$ cat config.mk
export PLATFORM = sky130hd
export DESIGN_NAME = mem_port_arbiter_flat
export DESIGN_NICKNAME = d
export VERILOG_FILES = /design/src/rtl/mem_port_arbiter_if.sv /design/src/rtl/mem_port_arbiter.sv /design/src/flat_wrapper.sv
export SDC_FILE = /design/constraint.sdc
export NUM_CORES = 1
export LEC_CHECK = 0
export ABC_AREA = 1
export CAP_MARGIN = 15
export CORE_AREA = 8 8 151 139
export DETAILED_ROUTE_END_ITERATION = 8
export DIE_AREA = 0 0 159 147
export GPL_ROUTABILITY_DRIVEN = 0
export PLACE_DENSITY = 0.8
export SLEW_MARGIN = 20
export SYNTH_ARGS = -nofsm -noshare
export SYNTH_HDL_FRONTEND = slang
export SYNTH_SLANG_ARGS = --single-unit
$ cat constraint.sdc
create_clock -name clk -period 3.6 [get_ports clk]
set_clock_uncertainty 0.05 [all_clocks]
set_input_delay 0.9 -clock clk [delete_from_list [all_inputs] [get_ports clk]]
set_output_delay 0.9 -clock clk [all_outputs]
set_load 0.03 [all_outputs]
$ cat src/rtl/mem_port_arbiter_if.sv
// Request/response and memory-side signals of the unified memory port arbiter.
// The arbiter uses the slave modport; the requesters and the memory block use the master modport.
interface mem_port_arbiter_if #(
    parameter int AWIDTH = 32,
    parameter int DWIDTH = 32
);
    logic              if_req_i;
    logic [AWIDTH-1:0] if_addr_i;
    logic              if_gnt_o;
    logic              if_rvalid_o;
    logic [DWIDTH-1:0] if_rdata_o;

    logic              ls_req_i;
    logic              ls_we_i;
    logic [AWIDTH-1:0] ls_addr_i;
    logic [DWIDTH-1:0] ls_wdata_i;
    logic [6:0]        ls_opcode_i;
    logic [2:0]        ls_funct3_i;
    logic              ls_gnt_o;
    logic              ls_rvalid_o;
    logic [DWIDTH-1:0] ls_rdata_o;
    logic              ls_err_o;

    logic [AWIDTH-1:0] mem_addr_o;
    logic [DWIDTH-1:0] mem_data_o;
    logic              mem_read_en_o;
    logic              mem_write_en_o;
    logic [6:0]        mem_opcode_o;
    logic [2:0]        mem_funct3_o;
    logic [DWIDTH-1:0] mem_rdata_i;

    modport slave (
        input  if_req_i, if_addr_i,
        output if_gnt_o, if_rvalid_o, if_rdata_o,
        input  ls_req_i, ls_we_i, ls_addr_i, ls_wdata_i, ls_opcode_i, ls_funct3_i,
        output ls_gnt_o, ls_rvalid_o, ls_rdata_o, ls_err_o,
        output mem_addr_o, mem_data_o, mem_read_en_o, mem_write_en_o, mem_opcode_o, mem_funct3_o,
        input  mem_rdata_i
    );

    modport master (
        output if_req_i, if_addr_i,
        input  if_gnt_o, if_rvalid_o, if_rdata_o,
        output ls_req_i, ls_we_i, ls_addr_i, ls_wdata_i, ls_opcode_i, ls_funct3_i,
        input  ls_gnt_o, ls_rvalid_o, ls_rdata_o, ls_err_o,
        input  mem_addr_o, mem_data_o, mem_read_en_o, mem_write_en_o, mem_opcode_o, mem_funct3_o,
        output mem_rdata_i
    );
endinterface

$ cat src/rtl/mem_port_arbiter.sv
// Arbitrates IF and LS onto one memory port: LS priority with IF starvation guard, misaligned LS trapped.
// Latency: grant cycle N, memory access N+1, response pulse N+2; a grant is only given in IDLE or RESP.
module mem_port_arbiter #(
    parameter int AWIDTH       = 32,
    parameter int DWIDTH       = 32,
    parameter int STARVE_LIMIT = 4
) (
    input  logic                clk,
    input  logic                rst,
    mem_port_arbiter_if.slave   bus
);
    typedef enum logic [1:0] {IDLE, ACCESS, RESP} state_t;

    localparam logic [3:0] LIMIT     = 4'(STARVE_LIMIT);
    localparam logic [6:0] IF_OPCODE = 7'd0;
    localparam logic [2:0] IF_FUNCT3 = 3'b010;

    state_t            r_state;
    logic [3:0]        r_starve;
    logic              r_owner_ls;
    logic              r_we;
    logic [AWIDTH-1:0] r_addr;
    logic [DWIDTH-1:0] r_wdata;
    logic [6:0]        r_opcode;
    logic [2:0]        r_funct3;
    logic              r_if_rvalid;
    logic [DWIDTH-1:0] r_if_rdata;
    logic              r_ls_rvalid;
    logic [DWIDTH-1:0] r_ls_rdata;
    logic              r_ls_err;

    logic w_can_grant;
    logic w_if_first;
    logic w_ls_gnt;
    logic w_if_gnt;
    logic w_ls_mis;
    logic w_access;

    // Grants are gated by rst so every output is low while reset is held.
    assign w_can_grant = rst && (r_state != ACCESS);
    assign w_if_first  = bus.if_req_i && (r_starve == LIMIT);
    assign w_ls_gnt    = w_can_grant && bus.ls_req_i && !w_if_first;
    assign w_if_gnt    = w_can_grant && bus.if_req_i && !w_ls_gnt;
    assign w_access    = (r_state == ACCESS);

    assign w_ls_mis = ((bus.ls_funct3_i[1:0] == 2'b01) && bus.ls_addr_i[0]) ||
                      ((bus.ls_funct3_i[1:0] == 2'b10) && (bus.ls_addr_i[1:0] != 2'b00));

    always_ff @(posedge clk or negedge rst) begin
        if (!rst) begin
            r_state     <= IDLE;
            r_starve    <= '0;
            r_owner_ls  <= 1'b0;
            r_we        <= 1'b0;
            r_addr      <= '0;
            r_wdata     <= '0;
            r_opcode    <= '0;
            r_funct3    <= '0;
            r_if_rvalid <= 1'b0;
            r_if_rdata  <= '0;
            r_ls_rvalid <= 1'b0;
            r_ls_rdata  <= '0;
            r_ls_err    <= 1'b0;
        end else begin
            r_if_rvalid <= 1'b0;
            r_ls_rvalid <= 1'b0;
            r_ls_err    <= 1'b0;

            if (!bus.if_req_i || w_if_gnt) begin
                r_starve <= '0;
            end else if (w_ls_gnt && (r_starve != LIMIT)) begin
                r_starve <= r_starve + 4'd1;
            end

            if (r_state == ACCESS) begin
                r_state <= RESP;
                if (r_owner_ls) begin
                    r_ls_rvalid <= 1'b1;
                    r_ls_rdata  <= r_we ? '0 : bus.mem_rdata_i;
                end else begin
                    r_if_rvalid <= 1'b1;
                    r_if_rdata  <= bus.mem_rdata_i;
                end
            end else if (w_ls_gnt && w_ls_mis) begin
                // Misaligned: skip the memory cycle entirely, mem_* registers stay untouched.
                r_state     <= RESP;
                r_ls_rvalid <= 1'b1;
                r_ls_err    <= 1'b1;
                r_ls_rdata  <= '0;
            end else if (w_ls_gnt) begin
                r_state    <= ACCESS;
                r_owner_ls <= 1'b1;
                r_we       <= bus.ls_we_i;
                r_addr     <= bus.ls_addr_i;
                r_wdata    <= bus.ls_wdata_i;
                r_opcode   <= bus.ls_opcode_i;
                r_funct3   <= bus.ls_funct3_i;
            end else if (w_if_gnt) begin
                r_state    <= ACCESS;
                r_owner_ls <= 1'b0;
                r_we       <= 1'b0;
                r_addr     <= bus.if_addr_i;
                r_opcode   <= IF_OPCODE;
                r_funct3   <= IF_FUNCT3;
            end else begin
                r_state <= IDLE;
            end
        end
    end

    assign bus.if_gnt_o       = w_if_gnt;
    assign bus.ls_gnt_o       = w_ls_gnt;
    assign bus.if_rvalid_o    = r_if_rvalid;
    assign bus.if_rdata_o     = r_if_rdata;
    assign bus.ls_rvalid_o    = r_ls_rvalid;
    assign bus.ls_rdata_o     = r_ls_rdata;
    assign bus.ls_err_o       = r_ls_err;
    assign bus.mem_addr_o     = r_addr;
    assign bus.mem_data_o     = r_wdata;
    assign bus.mem_opcode_o   = r_opcode;
    assign bus.mem_funct3_o   = r_funct3;
    assign bus.mem_read_en_o  = w_access && !r_we;
    assign bus.mem_write_en_o = w_access && r_we;
endmodule

$ cat src/flat_wrapper.sv
// flat-port wrapper written by rule: the top's interface ports become plain ports
module mem_port_arbiter_flat 
#(
    parameter int AWIDTH       = 32,
    parameter int DWIDTH       = 32,
    parameter int STARVE_LIMIT = 4
)
  (clk, rst, bus_if_req_i, bus_if_addr_i, bus_if_gnt_o, bus_if_rvalid_o, bus_if_rdata_o, bus_ls_req_i, bus_ls_we_i, bus_ls_addr_i, bus_ls_wdata_i, bus_ls_opcode_i, bus_ls_funct3_i, bus_ls_gnt_o, bus_ls_rvalid_o, bus_ls_rdata_o, bus_ls_err_o, bus_mem_addr_o, bus_mem_data_o, bus_mem_read_en_o, bus_mem_write_en_o, bus_mem_opcode_o, bus_mem_funct3_o, bus_mem_rdata_i);
  mem_port_arbiter_if #(.AWIDTH(AWIDTH), .DWIDTH(DWIDTH)) bus_i ();
  input  logic clk;
  input  logic rst;
  input wire logic [$bits(bus_i.if_req_i)-1:0] bus_if_req_i;
  input wire logic [$bits(bus_i.if_addr_i)-1:0] bus_if_addr_i;
  output wire logic [$bits(bus_i.if_gnt_o)-1:0] bus_if_gnt_o;
  output wire logic [$bits(bus_i.if_rvalid_o)-1:0] bus_if_rvalid_o;
  output wire logic [$bits(bus_i.if_rdata_o)-1:0] bus_if_rdata_o;
  input wire logic [$bits(bus_i.ls_req_i)-1:0] bus_ls_req_i;
  input wire logic [$bits(bus_i.ls_we_i)-1:0] bus_ls_we_i;
  input wire logic [$bits(bus_i.ls_addr_i)-1:0] bus_ls_addr_i;
  input wire logic [$bits(bus_i.ls_wdata_i)-1:0] bus_ls_wdata_i;
  input wire logic [$bits(bus_i.ls_opcode_i)-1:0] bus_ls_opcode_i;
  input wire logic [$bits(bus_i.ls_funct3_i)-1:0] bus_ls_funct3_i;
  output wire logic [$bits(bus_i.ls_gnt_o)-1:0] bus_ls_gnt_o;
  output wire logic [$bits(bus_i.ls_rvalid_o)-1:0] bus_ls_rvalid_o;
  output wire logic [$bits(bus_i.ls_rdata_o)-1:0] bus_ls_rdata_o;
  output wire logic [$bits(bus_i.ls_err_o)-1:0] bus_ls_err_o;
  output wire logic [$bits(bus_i.mem_addr_o)-1:0] bus_mem_addr_o;
  output wire logic [$bits(bus_i.mem_data_o)-1:0] bus_mem_data_o;
  output wire logic [$bits(bus_i.mem_read_en_o)-1:0] bus_mem_read_en_o;
  output wire logic [$bits(bus_i.mem_write_en_o)-1:0] bus_mem_write_en_o;
  output wire logic [$bits(bus_i.mem_opcode_o)-1:0] bus_mem_opcode_o;
  output wire logic [$bits(bus_i.mem_funct3_o)-1:0] bus_mem_funct3_o;
  input wire logic [$bits(bus_i.mem_rdata_i)-1:0] bus_mem_rdata_i;
  assign bus_i.if_req_i = bus_if_req_i;
  assign bus_i.if_addr_i = bus_if_addr_i;
  assign bus_if_gnt_o = bus_i.if_gnt_o;
  assign bus_if_rvalid_o = bus_i.if_rvalid_o;
  assign bus_if_rdata_o = bus_i.if_rdata_o;
  assign bus_i.ls_req_i = bus_ls_req_i;
  assign bus_i.ls_we_i = bus_ls_we_i;
  assign bus_i.ls_addr_i = bus_ls_addr_i;
  assign bus_i.ls_wdata_i = bus_ls_wdata_i;
  assign bus_i.ls_opcode_i = bus_ls_opcode_i;
  assign bus_i.ls_funct3_i = bus_ls_funct3_i;
  assign bus_ls_gnt_o = bus_i.ls_gnt_o;
  assign bus_ls_rvalid_o = bus_i.ls_rvalid_o;
  assign bus_ls_rdata_o = bus_i.ls_rdata_o;
  assign bus_ls_err_o = bus_i.ls_err_o;
  assign bus_mem_addr_o = bus_i.mem_addr_o;
  assign bus_mem_data_o = bus_i.mem_data_o;
  assign bus_mem_read_en_o = bus_i.mem_read_en_o;
  assign bus_mem_write_en_o = bus_i.mem_write_en_o;
  assign bus_mem_opcode_o = bus_i.mem_opcode_o;
  assign bus_mem_funct3_o = bus_i.mem_funct3_o;
  assign bus_i.mem_rdata_i = bus_mem_rdata_i;
  mem_port_arbiter #(.AWIDTH(AWIDTH), .DWIDTH(DWIDTH), .STARVE_LIMIT(STARVE_LIMIT)) u_core (.clk(clk), .rst(rst), .bus(bus_i));
endmodule
# After elaboration in Yosys (flattened, before gate mapping)
# Index checks and enable logic that the tools add are counted.
[word_totals]
register_bits = 149
input_bits = 143
elab_cells = 75
[classes]
add_sub_neg = 1
n_eq_ne = 7
mux = 25
bitwise_logic = 3
reduce_logical = 26
[op_table]
columns = ["op", "n"]
rows = [
  ["2-to-1 mux 32 bit", 6],
  ["2-to-1 mux 7 bit", 2],
  ["logical AND 1 bit", 12],
  ["2-to-1 mux 1 bit", 10],
  ["2-to-1 mux 4 bit", 2],
  ["nonzero test 2 bit", 4],
  ["2-to-1 mux 2 bit", 3],
  ["2-to-1 mux 3 bit", 2],
  ["AND reduction 3 bit", 2],
  ["adder 4 x 1 -> 4 bit (second input constant)", 1],
  ["== test 2 x 1 -> 1 bit (second input constant)", 2],
  ["== test 4 x 3 -> 1 bit (second input constant)", 1],
  ["logical NOT 1 bit", 4],
  ["inequality test 2 x 1 -> 1 bit (second input constant)", 2],
  ["inequality test 4 x 3 -> 1 bit (second input constant)", 1],
  ["AND reduction 2 bit", 2],
  ["inverter 1 bit", 3],
  ["== test 2 bit (second input constant)", 1],
  ["logical OR 1 bit", 2],
]

# Depth between registers and ports, before layout
[depth]
ltp_word = 10
ltp_mapped = 11
mapped_depth_nobuf = 9

# Least setup slack after synthesis
# No wires, ideal clock.
[synth_path]
path_kind = "input-to-output"
from = "in bus_if_req_i"
to = "out bus_if_gnt_o"
arrival_ns = 1.869
required_ns = 2.650
setup_slack_ns = 0.781
path_stages = 6
path_buffers = 2
path_cell_list = "inv_1 > nor2_1 > nor2_2 > buf_6 > buf_2 > nor2_1"
[synth_via]
elab_chain_cells = 5
elab_cells_between_ends = 6
cone_classes = "reduce/logical (6)"
[synth_rtl]
columns = ["item", "line", "rtl"]
rows = [
  ["start, declared", "flat_wrapper.sv:12", "input wire logic [$bits(bus_i.if_req_i)-1:0] bus_if_req_i;"],
  ["logical AND 1 bit", "mem_port_arbiter.sv:41", "assign w_if_first = bus.if_req_i && (r_starve == LIMIT);"],
  ["logical NOT 1 bit", "mem_port_arbiter.sv:42", "assign w_ls_gnt = w_can_grant && bus.ls_req_i && !w_if_first;"],
  ["logical AND 1 bit", "mem_port_arbiter.sv:42", ""],
  ["net bus_ls_gnt_o", "flat_wrapper.sv:23", "output wire logic [$bits(bus_i.ls_gnt_o)-1:0] bus_ls_gnt_o;"],
  ["logical NOT 1 bit", "mem_port_arbiter.sv:43", "assign w_if_gnt = w_can_grant && bus.if_req_i && !w_ls_gnt;"],
  ["logical AND 1 bit", "mem_port_arbiter.sv:43", ""],
  ["end, declared", "flat_wrapper.sv:14", "output wire logic [$bits(bus_i.if_gnt_o)-1:0] bus_if_gnt_o;"],
]
# The timed path passes the listed nets, and every way through them passes these cells.

# Worst setup path after layout
[layout_path]
from = "in bus_if_req_i"
to = "out bus_if_gnt_o"
[layout_via]
elab_chain_cells = 5
elab_cells_between_ends = 6
cone_classes = "reduce/logical (6)"
[layout_rtl]
columns = ["item", "line"]
rows = [
  ["logical AND 1 bit", "mem_port_arbiter.sv:41"],
  ["logical NOT 1 bit", "mem_port_arbiter.sv:42"],
  ["logical AND 1 bit", "mem_port_arbiter.sv:42"],
  ["logical NOT 1 bit", "mem_port_arbiter.sv:43"],
  ["logical AND 1 bit *", "mem_port_arbiter.sv:43"],
]
# Mark *: on every way between the ends. The rest lies on a longest branch, timed or not.

==> run_results.csv <==
group,metric,value,unit
worst_setup_path,critPathLaunchType,"input port",
global_routing,grt_remaining_overflow,0,
global_routing,track_usage,17.89,%
clocking,numCtsBuffers,17,
die,io-pin-count,288,
worst_setup_path,critical_path_class,"in2out",
yosys,synth-seq-area-share,59.00,%
global_routing,grt_pass1_wl,33660,um
final_layout,insertedDiodeCount,0,
hold_path,hp-class,"reg2reg",
die,die_x,159,um
clocking,clkTransAtPathRegs,0.06,ns
yosys,synth_area,6320,sq um
detailed_routing,antenna_left,0,
worst_setup_path,cp.required,2.65,ns
clocking,clock-sinks,149,
clocking,cts_root_buffer,"clkbuf_16",
flow_run,cap_violations,0,
clocking,cts_tree,"yes",
die,die_h,147,um
detailed_routing,firstDrtPassIters,4,
yosys,yosys_register_bits,149,
detailed_routing,routed_wirelength,21120,um
detailed_routing,route.detailed.drc,0,
detailed_routing,vias,6060,
clocking,post_cts_buffers,0,
sta,fmax,299.8,MHz
final_layout,final_core_util,53.68,%
final_layout,area_growth,58.15,%
final_layout,multiInputGateArea,2323,sq um
yosys,synth_cells,768,
hold_path,worstHoldPathCells,2,
sta,setup_tns,0,ns
final_layout,fillerInstances,1705,
die,core,18620,sq um
clocking,clock_latency,0.41,ns
final_layout,drive_gt1_share,5.388,%
die,start_util,33.94,%
die,dieArea,23370,sq um
sta,drv_slew,0,
global_routing,first_global_vias,6101,
sta,rsz0062_at_grt,"false",
final_layout,nets,1190,
clocking,htree_levels,4,
sta,worst_slew_pin_slew,1.042,ns
sta,fin_hold_ws,0.4236,ns
pwr,ir_worst_vdd,0.3209,mV
pwr,power_density,696.1,nW/um^2
place,place_hpwl,15060,um
clocking,hold_buffers,0,
worst_setup_path,cp.arrival,2.39,ns
yosys,syn_avg_cell_area,8.229,sq um
detailed_routing,wl_per_cell,16.15,um
sta,period_needed,3.335,ns
worst_setup_path,reg2regPathDepth,7,
detailed_routing,drtIter0Drc,222,
yosys,ys_types,22,
worst_setup_path,critPathMaxFanout,2,
sta,min_period_over_period,92.65,%
yosys,synth_warnings,0,
pwr,power.leakage,4.966,nW
global_routing,antenna_found_initial,1,
detailed_routing,vias_per_cell,4.633,
clocking,clockBufferDepth,2,
yosys,synth_nets,913,
die,rows,48,
sta,setup_viol,0,
sta,relSlewSlack,30.08,%
outcome,outcome,"completed",
sta,hold_violations,0,
place,io_buffers,287,
worst_setup_path,cp-end-kind,"primary output",
global_routing,grt_max_degree,79,
final_layout,seqCellArea,3729,sq um
clocking,cts_resized,0,
## path summary, 6_finish.rpt
kind,start,endpoint,slack (ns)
setup / recovery,bus_if_req_i,bus_if_gnt_o,0.26
hold / removal,u_core.bus.mem_funct3_o[1]$_DFFE_PN0P_,u_core.bus.mem_funct3_o[1]$_DFFE_PN0P_,0.42
setup reg to reg,u_core.r_state[1]$_DFF_PN0_,u_core.bus.if_rdata_o[10]$_DFFE_PN0P_,1.12
hold reg to reg,u_core.bus.mem_funct3_o[1]$_DFFE_PN0P_,u_core.bus.mem_funct3_o[1]$_DFFE_PN0P_,0.42
max in group asynchronous,rst,u_core.bus.mem_data_o[15]$_DFFE_PN0P_,1.31
min in group asynchronous,rst,u_core.bus.if_rdata_o[9]$_DFFE_PN0P_,0.66
## where the power goes
| part | internal [mW] | switching [mW] |
|---|---|---|
| registers | 2.13 | 0.261 |
| logic | 1.12 | 1.66 |
| clock network | 1.04 | 0.754 |
| total | 4.29 | 2.67 |
## registers in the layout, indices dropped and copies added, names as in the netlist
signal                   cells
u_core.bus.if_rdata_o       32
u_core.bus.ls_rdata_o       32
u_core.bus.mem_addr_o       32
u_core.bus.mem_data_o       32
u_core.bus.mem_opcode_o      7
u_core.r_starve              4
u_core.bus.mem_funct3_o      3
u_core.r_state               2
u_core.bus.if_rvalid_o       1
u_core.bus.ls_err_o          1
u_core.bus.ls_rvalid_o       1
u_core.r_owner_ls            1
u_core.r_we                  1
## cell usage after synthesis
cell type | number | area share (%)
a21oi_4 | 1 | 0.26
buf_2 | 13 | 1.0
buf_4 | 2 | 0.24
buf_6 | 4 | 0.71
clkbuf_1 | 24 | 1.4
clkinv_1 | 1 | 0.059
dfrtp_1 | 149 | 59
ha_1 | 2 | 0.40
inv_1 | 14 | 0.83
inv_2 | 1 | 0.059
nand2_1 | 463 | 27
nand2_4 | 3 | 0.53
nand3_1 | 38 | 3.0
nand3_2 | 1 | 0.16
nand4_1 | 34 | 3.4
nor2_1 | 8 | 0.48
nor2_2 | 1 | 0.099
o21ai_0 | 5 | 0.40
o21ai_1 | 1 | 0.079
o22ai_1 | 1 | 0.099
xnor2_1 | 1 | 0.14
xor2_1 | 1 | 0.14
## critical path, stage by stage
cell             delay [ns]
clkdlybuf4s50_1        0.48
inv_1                  0.04
nor2_1                 0.12
nor2_2                 0.05
nor2_1                 0.09
clkdlybuf4s50_1        0.70
## kinds of logic (layout without fill, tap and decap cells)
family / Yosys count / after routing / share of synthesized area (%)
AOI/OAI and AO/OA: 8 / 8 / 0.8315
xor gates and xnor gates: 2 / 2 / 0.2772
adders and majority gates: 2 / 2 / 0.3959
buffers and inverters: 59 / 349 / 4.355
DFF: 149 / 149 / 59.00
and+or+nand+nor: 548 / 548 / 35.14
## final cells by class
type	count	area share, %
Clock buffer	18	4.294
Timing Repair Buffer	301	29.78
Clock inverter	14	1.640
Sequential cell	149	37.31
Inverter	16	0.6009
Tap cell	250	3.130
Multi-Input combinational cell	560	23.25
## per-stage QoR
step,power (mW),area [sq um],setup WS [ns],std cells
after floorplan,3.846,6320,0.7811,768
after detailed placement,5.210,9402,0.2845,1276
after global routing,7.326,9995,0.2147,1308
after CTS,7.042,9995,0.2612,1308
after global placement,5.159,9399,0.2433,1276
final,6.958,9995,0.2646,1308
## placed cells by master (no fill, tap or decap), types with 2 or more instances in the layout
cell type / Yosys / routed
clkinvlp_4: 0 / 3
nor2_1: 8 / 6
clkdlybuf4s50_1: 0 / 285
o21ai_0: 5 / 5
clkinv_1: 1 / 2
nand4_1: 34 / 34
nand3_1: 38 / 38
dfrtp_1: 149 / 149
inv_1: 14 / 13
nand2_1: 463 / 462
nand2_4: 3 / 3
ha_1: 2 / 2
clkbuf_16: 0 / 17
inv_6: 0 / 5
nor2_2: 1 / 3
buf_4: 2 / 15
clkinv_4: 0 / 3
bufinv_16: 0 / 2
## layer usage
metal / up-vias / wire length (um) / GRT usage, % / part of all wire [%]
met2: 254 / 9643 / 27.99 / 46
met3: 22 / 1932 / 7.524 / 9.1
met1: 2837 / 9201 / 22.31 / 44
met4: 2 / 337 / 5.042 / 1.6
li1: 2945 / - / - / -
met5: - / 9 / 0 / 0.043
(Power assumes the default switching activity.)
